--- src/rtl/dp_pipe.sv ---
// -----------------------------------------------------------------------------
// dp_pipe : two-stage (EX / WB) pipelined datapath.
//
// Executes one micro-op per accepted handshake in the EX stage and writes the
// result back to an NREG x M register file one cycle later in the WB stage.
// Contains the register file, the ALU, the shifter, and the B (operand),
// F (function) and D (destination data) muxes.
//
// Compile-time option:
//   BYPASS_EN  defined   -> read-after-write hazards are resolved by forwarding
//                           the staged WB result; op_ready is 1 out of reset.
//              undefined -> a hazard drops op_ready for one cycle while the
//                           pending write completes, then the op is accepted.
//
// Ports:
//   clk, rst_n              clock, asynchronous active-low reset
//   op_valid / op_ready     micro-op handshake (op_ready is combinational)
//   A_sel, B_sel, Dest_sel  source A, source B, destination register
//   G_sel, H_sel            ALU function, shifter function
//   MB_sel, MF_sel, MD_sel  B mux (Cons_IN), F mux (shifter), D mux (Data_IN)
//   Load_en                 write the result to Dest_sel
//   Cons_IN, Data_IN        constant operand, external data
//   Address_out, Data_out   registered operands A and B of the last accepted op
//   Reg_in, wb_en           WB-stage write data and write enable
//   Tags                    registered {V,C,N,Z}
// -----------------------------------------------------------------------------
module dp_pipe #(
  parameter  int M    = 8,
  parameter  int NREG = 4,
  localparam int RW   = (NREG > 1) ? $clog2(NREG) : 1
) (
  input  logic          clk,
  input  logic          rst_n,
  input  logic          op_valid,
  output logic          op_ready,
  input  logic [RW-1:0] A_sel,
  input  logic [RW-1:0] B_sel,
  input  logic [RW-1:0] Dest_sel,
  input  logic [3:0]    G_sel,
  input  logic [1:0]    H_sel,
  input  logic          MB_sel,
  input  logic          MF_sel,
  input  logic          MD_sel,
  input  logic          Load_en,
  input  logic [M-1:0]  Cons_IN,
  input  logic [M-1:0]  Data_IN,
  output logic [M-1:0]  Address_out,
  output logic [M-1:0]  Data_out,
  output logic [M-1:0]  Reg_in,
  output logic          wb_en,
  output logic [3:0]    Tags
);

  // Architectural state and EX/WB pipeline register
  logic [M-1:0]  rf_q [NREG];
  logic [M-1:0]  rf_d [NREG];
  logic [M-1:0]  address_q, address_d;
  logic [M-1:0]  data_q, data_d;
  logic [M-1:0]  reg_in_q, reg_in_d;
  logic [RW-1:0] wb_dest_q, wb_dest_d;
  logic          wb_en_q, wb_en_d;
  logic [3:0]    tags_q, tags_d;

  // Operand path
  logic [M-1:0]  a_rf_s, b_rf_s;
  logic          hazard_a_s, hazard_b_s;
  logic [M-1:0]  a_op_s, b_reg_s, b_op_s;
  logic          accept_s;

  // Function units
  logic [M-1:0]  add_y_s;
  logic          add_cin_s;
  logic [M:0]    sum_s;
  logic          is_logic_s;
  logic [M-1:0]  logic_res_s;
  logic [M-1:0]  alu_f_s;
  logic          alu_c_s, alu_v_s;
  logic [M-1:0]  sh_f_s;
  logic          sh_c_s;
  logic [M-1:0]  f_s;
  logic          f_c_s, f_v_s;
  logic [M-1:0]  result_s;

  // Register-file read, hazard detection, forwarding and handshake
  always_comb begin
    a_rf_s     = rf_q[A_sel];
    b_rf_s     = rf_q[B_sel];
    // B only conflicts when it actually comes from the register file
    hazard_a_s = wb_en_q && (wb_dest_q == A_sel);
    hazard_b_s = wb_en_q && (wb_dest_q == B_sel) && !MB_sel;
`ifdef BYPASS_EN
    if (hazard_a_s) begin
      a_op_s = reg_in_q;
    end else begin
      a_op_s = a_rf_s;
    end
    if (hazard_b_s) begin
      b_reg_s = reg_in_q;
    end else begin
      b_reg_s = b_rf_s;
    end
    op_ready = rst_n;
`else
    a_op_s   = a_rf_s;
    b_reg_s  = b_rf_s;
    // Hold off for the one cycle it takes the pending write to land
    op_ready = rst_n && !(hazard_a_s || hazard_b_s);
`endif
    if (MB_sel) begin
      b_op_s = Cons_IN;
    end else begin
      b_op_s = b_reg_s;
    end
    accept_s = op_valid && op_ready;
  end

  // ALU: every arithmetic code is A + Y + cin; logic codes bypass the adder
  always_comb begin
    add_y_s     = {M{1'b0}};
    add_cin_s   = 1'b0;
    is_logic_s  = 1'b0;
    logic_res_s = {M{1'b0}};
    case (G_sel)
      4'b0000: begin add_y_s = {M{1'b0}}; add_cin_s = 1'b0; end
      4'b0001: begin add_y_s = {M{1'b0}}; add_cin_s = 1'b1; end
      4'b0010: begin add_y_s = b_op_s;    add_cin_s = 1'b0; end
      4'b0011: begin add_y_s = b_op_s;    add_cin_s = 1'b1; end
      4'b0100: begin add_y_s = ~b_op_s;   add_cin_s = 1'b0; end
      4'b0101: begin add_y_s = ~b_op_s;   add_cin_s = 1'b1; end
      4'b0110: begin add_y_s = {M{1'b1}}; add_cin_s = 1'b0; end
      4'b0111: begin add_y_s = {M{1'b0}}; add_cin_s = 1'b0; end
      4'b1000, 4'b1001: begin is_logic_s = 1'b1; logic_res_s = a_op_s & b_op_s; end
      4'b1010, 4'b1011: begin is_logic_s = 1'b1; logic_res_s = a_op_s | b_op_s; end
      4'b1100, 4'b1101: begin is_logic_s = 1'b1; logic_res_s = a_op_s ^ b_op_s; end
      4'b1110, 4'b1111: begin is_logic_s = 1'b1; logic_res_s = ~a_op_s; end
      default: begin is_logic_s = 1'b0; logic_res_s = {M{1'b0}}; end
    endcase
  end

  // Adder, flags and ALU result selection
  always_comb begin
    sum_s = {1'b0, a_op_s} + {1'b0, add_y_s} + {{M{1'b0}}, add_cin_s};
    if (is_logic_s) begin
      alu_f_s = logic_res_s;
      alu_c_s = 1'b0;
      alu_v_s = 1'b0;
    end else begin
      alu_f_s = sum_s[M-1:0];
      alu_c_s = sum_s[M];
      // Signed overflow: like-signed addends producing a differently-signed sum
      alu_v_s = (a_op_s[M-1] == add_y_s[M-1]) && (sum_s[M-1] != a_op_s[M-1]);
    end
  end

  // Shifter on the post-MB-mux B operand
  always_comb begin
    case (H_sel)
      2'b00:   begin sh_f_s = b_op_s;                    sh_c_s = 1'b0;        end
      2'b01:   begin sh_f_s = {b_op_s[M-2:0], 1'b0};     sh_c_s = b_op_s[M-1]; end
      2'b10:   begin sh_f_s = {1'b0, b_op_s[M-1:1]};     sh_c_s = b_op_s[0];   end
      default: begin sh_f_s = {M{1'b0}};                 sh_c_s = 1'b0;        end
    endcase
  end

  // F and D muxes
  always_comb begin
    if (MF_sel) begin
      f_s   = sh_f_s;
      f_c_s = sh_c_s;
      f_v_s = 1'b0;
    end else begin
      f_s   = alu_f_s;
      f_c_s = alu_c_s;
      f_v_s = alu_v_s;
    end
    if (MD_sel) begin
      result_s = Data_IN;
    end else begin
      result_s = f_s;
    end
  end

  // Next-state: WB write into the register file, EX/WB load on accept
  always_comb begin
    for (int i = 0; i < NREG; i++) begin
      if (wb_en_q && (wb_dest_q == RW'(i))) begin
        rf_d[i] = reg_in_q;
      end else begin
        rf_d[i] = rf_q[i];
      end
    end
    address_d = address_q;
    data_d    = data_q;
    reg_in_d  = reg_in_q;
    wb_dest_d = wb_dest_q;
    wb_en_d   = 1'b0;
    tags_d    = tags_q;
    if (accept_s) begin
      address_d = a_op_s;
      data_d    = b_op_s;
      reg_in_d  = result_s;
      wb_dest_d = Dest_sel;
      wb_en_d   = Load_en;
      // Tags describe F, so an op that loads Data_IN leaves them untouched
      if (!MD_sel) begin
        tags_d = {f_v_s, f_c_s, f_s[M-1], (f_s == {M{1'b0}})};
      end else begin
        tags_d = tags_q;
      end
    end else begin
      // Bubble: the stage empties but keeps its data visible
      wb_en_d = 1'b0;
    end
  end

  // State registers; reset also discards any pending write
  always_ff @(posedge clk or negedge rst_n) begin
    if (!rst_n) begin
      for (int i = 0; i < NREG; i++) begin
        rf_q[i] <= {M{1'b0}};
      end
      address_q <= {M{1'b0}};
      data_q    <= {M{1'b0}};
      reg_in_q  <= {M{1'b0}};
      wb_dest_q <= {RW{1'b0}};
      wb_en_q   <= 1'b0;
      tags_q    <= 4'b0000;
    end else begin
      for (int i = 0; i < NREG; i++) begin
        rf_q[i] <= rf_d[i];
      end
      address_q <= address_d;
      data_q    <= data_d;
      reg_in_q  <= reg_in_d;
      wb_dest_q <= wb_dest_d;
      wb_en_q   <= wb_en_d;
      tags_q    <= tags_d;
    end
  end

  assign Address_out = address_q;
  assign Data_out    = data_q;
  assign Reg_in      = reg_in_q;
  assign wb_en       = wb_en_q;
  assign Tags        = tags_q;

endmodule

--- config.mk ---
export PLATFORM = sky130hd
export DESIGN_NAME = dp_pipe
export DESIGN_NICKNAME = d
export VERILOG_FILES = /design/src/rtl/dp_pipe.sv
export SDC_FILE = /design/constraint.sdc
export NUM_CORES = 1
export LEC_CHECK = 0
export CAP_MARGIN = 20
export CORE_MARGIN = 2
export CORE_UTILIZATION = 55
export DETAILED_ROUTE_END_ITERATION = 6
export GPL_TIMING_DRIVEN = 0
export PLACE_DENSITY = 0.81
export REMOVE_ABC_BUFFERS = 1
export SLEW_MARGIN = 10
export SYNTH_ARGS = -nofsm -noshare
export SYNTH_HDL_FRONTEND = slang
export SYNTH_SLANG_ARGS = --single-unit
--- constraint.sdc ---
create_clock -name clk -period 5.1 [get_ports clk]
set_input_delay 1.02 -clock clk [delete_from_list [all_inputs] [get_ports clk]]
set_output_delay 1.02 -clock clk [all_outputs]
set_load 0.1 [all_outputs]
==> results of run 1 <==
power by group through the flow:
stage / sequential, W / clock (W) / combinational, W
floorplan: 0.00124 / 0 / 0.000692
global placement: 0.000807 / 0 / 0.00146
detailed placement: 0.000827 / 0 / 0.00151
CTS: 0.000817 / 0.000508 / 0.00151
global route: 0.000845 / 0.000531 / 0.00163
finish: 0.000819 / 0.000499 / 0.00152
logic make-up after synthesis:
kind of cell,share of synthesized area [%]
flops,34.0
buf+inv,5.21
simple gates,11.1
mux,25.0
fa+ha+maj,8.15
xor+xnor,1.13
compound gates,15.5
cell usage in the layout (no fill, tap or decap), drive strengths merged, types with 3 or more instances in the layout:
| master | n |
|---|---|
| nor3 | 6 |
| o32ai | 3 |
| a222oi | 3 |
| and2 | 3 |
| nand3 | 7 |
| nand3b | 6 |
| buf | 4 |
| mux4 | 15 |
| o22ai | 7 |
| clkbuf | 12 |
| xor2 | 4 |
| nand2b | 5 |
| a21oi | 9 |
| o21ai | 36 |
| nor2b | 8 |
| inv | 25 |
| mux2 | 42 |
| o21a | 5 |
| ha | 27 |
| a221oi | 3 |
| clkdlybuf4s50 | 61 |
| and3 | 4 |
| a22oi | 5 |
| a211oi | 4 |
| mux2i | 31 |
| dfrtp | 63 |
| nor2 | 21 |
| nand2 | 36 |
| or2 | 4 |
final timing paths:
check                                 end           start  depth (start not counted)
max                               Tags[0]          MB_sel                         14
min                        Address_out[5]  Address_out[5]                          2
max reg2reg                       Tags[0]         rf_q[1]                         13
min reg2reg                Address_out[5]  Address_out[5]                          2
max in group asynchronous  Address_out[6]           rst_n                          1
min in group asynchronous  Address_out[3]           rst_n                          1
layout make-up:
type,count,area share [%]
clock buffers,11,2.54
multi-input cells,327,51.0
repair buffers,67,12.5
well taps,105,2.36
clock inverters,5,1.46
flip-flops and latches,63,28.4
inverters,25,1.73
registers in the layout, indices dropped and copies added (netlist names):
name,flops
Address_out,8
Data_out,8
Reg_in,8
Tags,4
rf_q,32
wb_dest_q,2
wb_en,1
metal layers:
| layer | routed length [um] | track usage (%) |
|---|---|---|
| met2 | 5520 | 44.0 |
| met4 | 253 | 8.93 |
| met5 | 0 | 0 |
| met3 | 637 | 4.62 |
| met1 | 4970 | 35.7 |
through the flow:
stage / cells / setup WS (ns) / utilization [%] / power, W
final: 603 / 0.306 / 68.0 / 0.00284
after global routing: 603 / 0.0951 / 68.0 / 0.00301
after CTS: 601 / 0.0470 / 67.6 / 0.00284
after detailed placement: 585 / -0.760 / 64.9 / 0.00234
after global placement: 584 / -1.92 / 64.4 / 0.00227
after floorplan: 415 / 1.06 / - / 0.00193
worst register-to-register path: cells and delay by family, from the launching register on:
kind / cells / cell delay, ns
buffers and inverters: 1 / 0.07
AO/OA/AOI/OAI: 4 / 1.34
flip-flops: 1 / 0.41
adder cells (fa/ha/maj): 1 / 0.21
AND/OR/NAND/NOR: 3 / 0.77
multiplexers: 4 / 1.04
what timing repair did:
| item | CTS | global route |
|---|---|---|
| setup buffers | 0 | 1 |
| pin swaps | 0 | 1 |
| resized for setup | 4 | 4 |
| endpoints found under the setup margin | 7 | 4 |
==> impl_metrics.yaml, run 1 <==
setup_path:
  crit_buf_inv: 3
  slowest_delay_ns: 0.65
  worstSetupEndpointType: "register"
  crit_top_cell: "mux2i_1"
  cp-start-kind: "primary input"
  r2r_slack_ns: 1.17
  cp.required_ns: 5.34
  crit_family: "compound AO/OA/AOI/OAI gates"
  cp_slowest_cell: "clkdlybuf4s50_1"
  crit_type: "primary input to register"
  cp.arrival_ns: 5.04
  worstPathCellList: "clkdlybuf4s50_1 -> inv_4 -> mux2i_4 -> mux2i_1 -> or2_2 -> inv_1 -> ha_1 -> nor2b_1 -> o31a_1 -> o311ai_2 -> mux2i_1 -> o32ai_1 -> and4bb_1 -> a41o_1"
  worstPathMaxFanout: 18
logic_synthesis:
  yosys-top-cells-count: "dfrtp_1 (63), mux2_2 (40), nand2_1 (36), mux2i_1 (28), ha_1 (27)"
  synth_top_area_share_pct: 34.0
  async_flop_share_pct: 100
  avgSynthCellArea_um2: 10.5
  yosysSeqAreaShare_pct: 34.0
  yosys.cell_count.top_type: "dfrtp_1"
  synthCells: 443
  ys_warn_count: 0
  synth_top_area_cell: "dfrtp_1"
  synthTopCellsByArea: "dfrtp_1 (34%), mux2_2 (9.7%), ha_1 (7.3%)"
  ys_ff_latch: 63
  synth_edf_count: 0
  ys.flop_type: "dfrtp_1"
  synthDistinctLibCells: 64
  synthesis.area_mm2: 0.00464
pwr:
  pwr-share-comb_pct: 53.6
  seqPwrFrac_pct: 28.9
  switchingPower_w: 0.00131
  powerDensity_mw_per_mm2: 510
  switching_share_pct: 46.2
  p_int_w: 0.00153
  clockPowerShare_pct: 17.6
  max-vdd-ir-drop_mv: 0.285
  p_leak_nw: 2.45
timing:
  setup_viol: 0
  rsz0062_at_grt: "false"
  tightest_slew_ns: 0.972
  fin_crit_ns: 4.79
  max_freq_mhz: 209
  fin_setup_tns_ns: 0
  fin_skew_ns: 0.00831
  whs_ns: 0.481
  slew_headroom_pct: 35.0
  hold_viol: 0
  final-max-slew-violation-count: 0
  period_share_pct: 94.0
layout:
  antennaDiodeCount: 0
  area_growth_pct: 19.9
  register_area_mm2: 0.00158
  drive_gt1_share_pct: 19.9
  multi_input_area_mm2: 0.00284
  final_area_mm2: 0.00556
  nFillCells: 661
  final_nets: 557
route:
  wl_per_cell_um: 18.9
  drt-initial-drc-count: 169
  wl_um: 11400
  viasPerCell: 6.24
  via_count: 3760
  ant_nets: 0
  drt_pass1_iterations: 6
  drc: 0
placed_design:
  hpwl_um: 8350
  gp_congestion: 0.859
  io_buffers: 64
  dpl_cell_area_mm2: 0.00530
die:
  dieArea_mm2: 0.00918
  fp.dieW_um: 95.8
  fp-row-count: 33
  dieHeight_um: 95.8
  ios: 65
  design.core.area_mm2: 0.00818
  start_util_pct: 56.7
global_route:
  grt_pass1_wl_um: 18500
  antenna_found_initial: 0
  grt_overflow_total: 0
  grt_usage_pct: 26.7
  grt_max_degree: 66
  grt_pass1_vias: 3674
clock_tree:
  cts_tree: "yes"
  cts_buffers: 9
  cts_root_buffer: "clkbuf_8"
  cts_sinks: 63
  cts_hold_buf: 0
  clockBufferDepth: 2
  h-tree-depth: 3
  clk_latency_ns: 0.35
  clk_pin_slew_worst_paths_ns: 0.08
run_status:
  status: "complete, no violations"
flow_run:
  maxCapViolations: 0
worst_hold_path:
  hold_class: "register to register"
Note: power is estimated with default switching activity, not from simulation.
==> run 2: changes to the inputs <==
--- a/config.mk
+++ b/config.mk
@@ -7,10 +7,11 @@
 export LEC_CHECK = 0
 export CAP_MARGIN = 20
 export CORE_MARGIN = 2
-export CORE_UTILIZATION = 55
+export CORE_UTILIZATION = 35
+export CTS_CLUSTER_DIAMETER = 30
 export DETAILED_ROUTE_END_ITERATION = 6
 export GPL_TIMING_DRIVEN = 0
-export PLACE_DENSITY = 0.81
+export PLACE_DENSITY = 0.56
 export REMOVE_ABC_BUFFERS = 1
 export SLEW_MARGIN = 10
 export SYNTH_ARGS = -nofsm -noshare
==> impl_metrics.yaml, run 2 (synthesis results as in run 1) <==
global_route:
  grtUsageMet2_pct: 28.1
  met1_usage_pct: 25.4
  grt_pass1_wl_um: 19800
  antenna_found_initial: 0
  grt_usage_pct: 18.2
  gr-usage-met3_pct: 4.98
  grt_pass1_vias: 3612
  grt_max_degree: 41
  grt_overflow_total: 0
  grt_busiest_layer: "met2"
die:
  fp-row-count: 42
  dieHeight_um: 119
  start_util_pct: 35.4
  design.core.area_mm2: 0.0131
  dieArea_mm2: 0.0142
  ios: 65
  fp.dieW_um: 119
timing:
  rsz0062_at_grt: "false"
  setup_viol: 0
  fin_crit_ns: 4.88
  worst_slack_ns: 0.221
  fin_skew_ns: 0.00716
  period_share_pct: 95.7
  hold_viol: 0
  max_freq_mhz: 205
  slew_headroom_pct: 34.8
  tightest_slew_ns: 0.975
  fin_setup_tns_ns: 0
  final-max-slew-violation-count: 0
clock_tree:
  clockBufferDepth: 2
  cts_hold_buf: 0
  cts_sinks: 63
  cts_tree: "yes"
  clk_latency_ns: 0.34
  cts_root_buffer: "clkbuf_16"
  h-tree-depth: 3
  clk_pin_slew_worst_paths_ns: 0.06
  cts_buffers: 9
worst_hold_path:
  hold_class: "register to register"
placed_design:
  dpl.cell_count: 657
  place_ws_ns: -0.873
  hpwl_um: 9310
  gp_congestion: 0.882
  io_buffers: 64
  dpl_cell_area_mm2: 0.00541
route:
  wl_um: 12400
  ant_nets: 0
  wl_per_cell_um: 18.3
  drt-initial-drc-count: 260
  via_count: 3644
  drt_pass1_iterations: 6
  viasPerCell: 5.40
  drc: 0
flow_run:
  maxCapViolations: 0
layout:
  nFillCells: 1236
  antennaDiodeCount: 0
  regMostFlops: "rf_q"
  area_growth_pct: 23.1
  drive_gt1_share_pct: 20.2
  final_common_cell: "dfrtp_1"
  final_area_mm2: 0.00571
  largest_register_ffs: 32
  final_nets: 558
  finalNonFillerCells: 675
  most-common-layout-cells: "dfrtp_1 (63), clkdlybuf4s50_1 (60), mux2_2 (40)"
run_status:
  status: "complete, no violations"
pwr:
  p_leak_nw: 2.49
  powerDensity_mw_per_mm2: 516
  max-vdd-ir-drop_mv: 0.289
setup_path:
  worstPathMaxFanout: 18
  cp.required_ns: 5.33
  worstSetupEndpointType: "register"
  crit_type: "primary input to register"
  cp-start-kind: "primary input"
  cp.arrival_ns: 5.11
==> run 2: cell count changes in the layout (fill, tap and decap cells not counted), sizes merged <==
| cell | delta |
|---|---|
| clkdlybuf4s15 | -1 |
| inv | +1 |
| clkdlybuf4s50 | -1 |
| bufinv | -1 |
| buf | +2 |
| clkbuf | +1 |
==> run 2: what timing repair did <==
| item | 4_1_cts | 5_1_grt |
|---|---|---|
| pin swaps | 1 | 0 |
| gates cloned | 0 | 0 |
| setup buffers | 2 | 0 |
| setup endpoints to repair | 9 | 2 |
| resized for setup | 3 | 3 |
| endpoints found under the hold margin | 0 | 0 |
==> run 2: through the flow <==
stage,hold slack [ns],total power [W],utilization [%]
finish,0.475,0.00295,43.7
global route,0.498,0.00313,43.7
CTS,0.484,0.00298,43.8
detailed placement,0.472,0.00234,41.4
global placement,0.463,0.00230,40.9
floorplan,0.491,0.00193,-
==> run 2: area by class of cell <==
| cell class | instances | area [um2] | area share (%) |
|---|---|---|---|
| multi-input combinational | 327 | 2840 | 49.7 |
| sequential | 63 | 1580 | 27.6 |
| timing repair buffer | 68 | 686 | 12.0 |
| clock buffer | 11 | 243 | 4.25 |
| tap | 176 | 220 | 3.86 |
| inverter | 25 | 93.8 | 1.64 |
| clock inverter | 5 | 56.3 | 0.986 |
==> run 2: where the power goes <==
| part | internal (W) | switching [W] |
|---|---|---|
| combinational | 0.000562 | 0.000953 |
| clock | 0.000391 | 0.000227 |
| sequential | 0.000677 | 0.000140 |
==> run 2: routing by layer <==
layer  wire length [um]  vias up  share of wire [%]
met5                  0        -                  0
met4                123        0               0.99
met3                719       13                5.8
met2               5770       87                 47
met1               5780     1809                 47
li1                   -     1735                  -
==> run 2: critical path: stages <==
cell and delay, ns:
clkdlybuf4s50_1 0.61, inv_2 0.43, mux2i_4 0.40, mux2i_1 0.10
or2_2 0.33, inv_1 0.07, ha_1 0.21, nor2b_1 0.14
o31a_1 0.29, o311ai_2 0.32, mux2i_1 0.14, o32ai_1 0.48
and4bb_1 0.31, a41o_1 0.24
==> run 2: path summary, 6_finish.rpt <==
kind | cells after the start | startpoint | slack (ns) | endpoint
worst min register to register | 2 | Data_out[1] | 0.48 | Data_out[1]
worst max register to register | 12 | rf_q[2] | 1.18 | Tags[0]
worst max-delay path | 14 | MB_sel | 0.22 | Tags[0]
min in group asynchronous | 1 | rst_n | 0.59 | rf_q[0]
max in group asynchronous | 2 | rst_n | 3.98 | Reg_in[2]
worst min-delay path | 2 | Data_out[1] | 0.48 | Data_out[1]
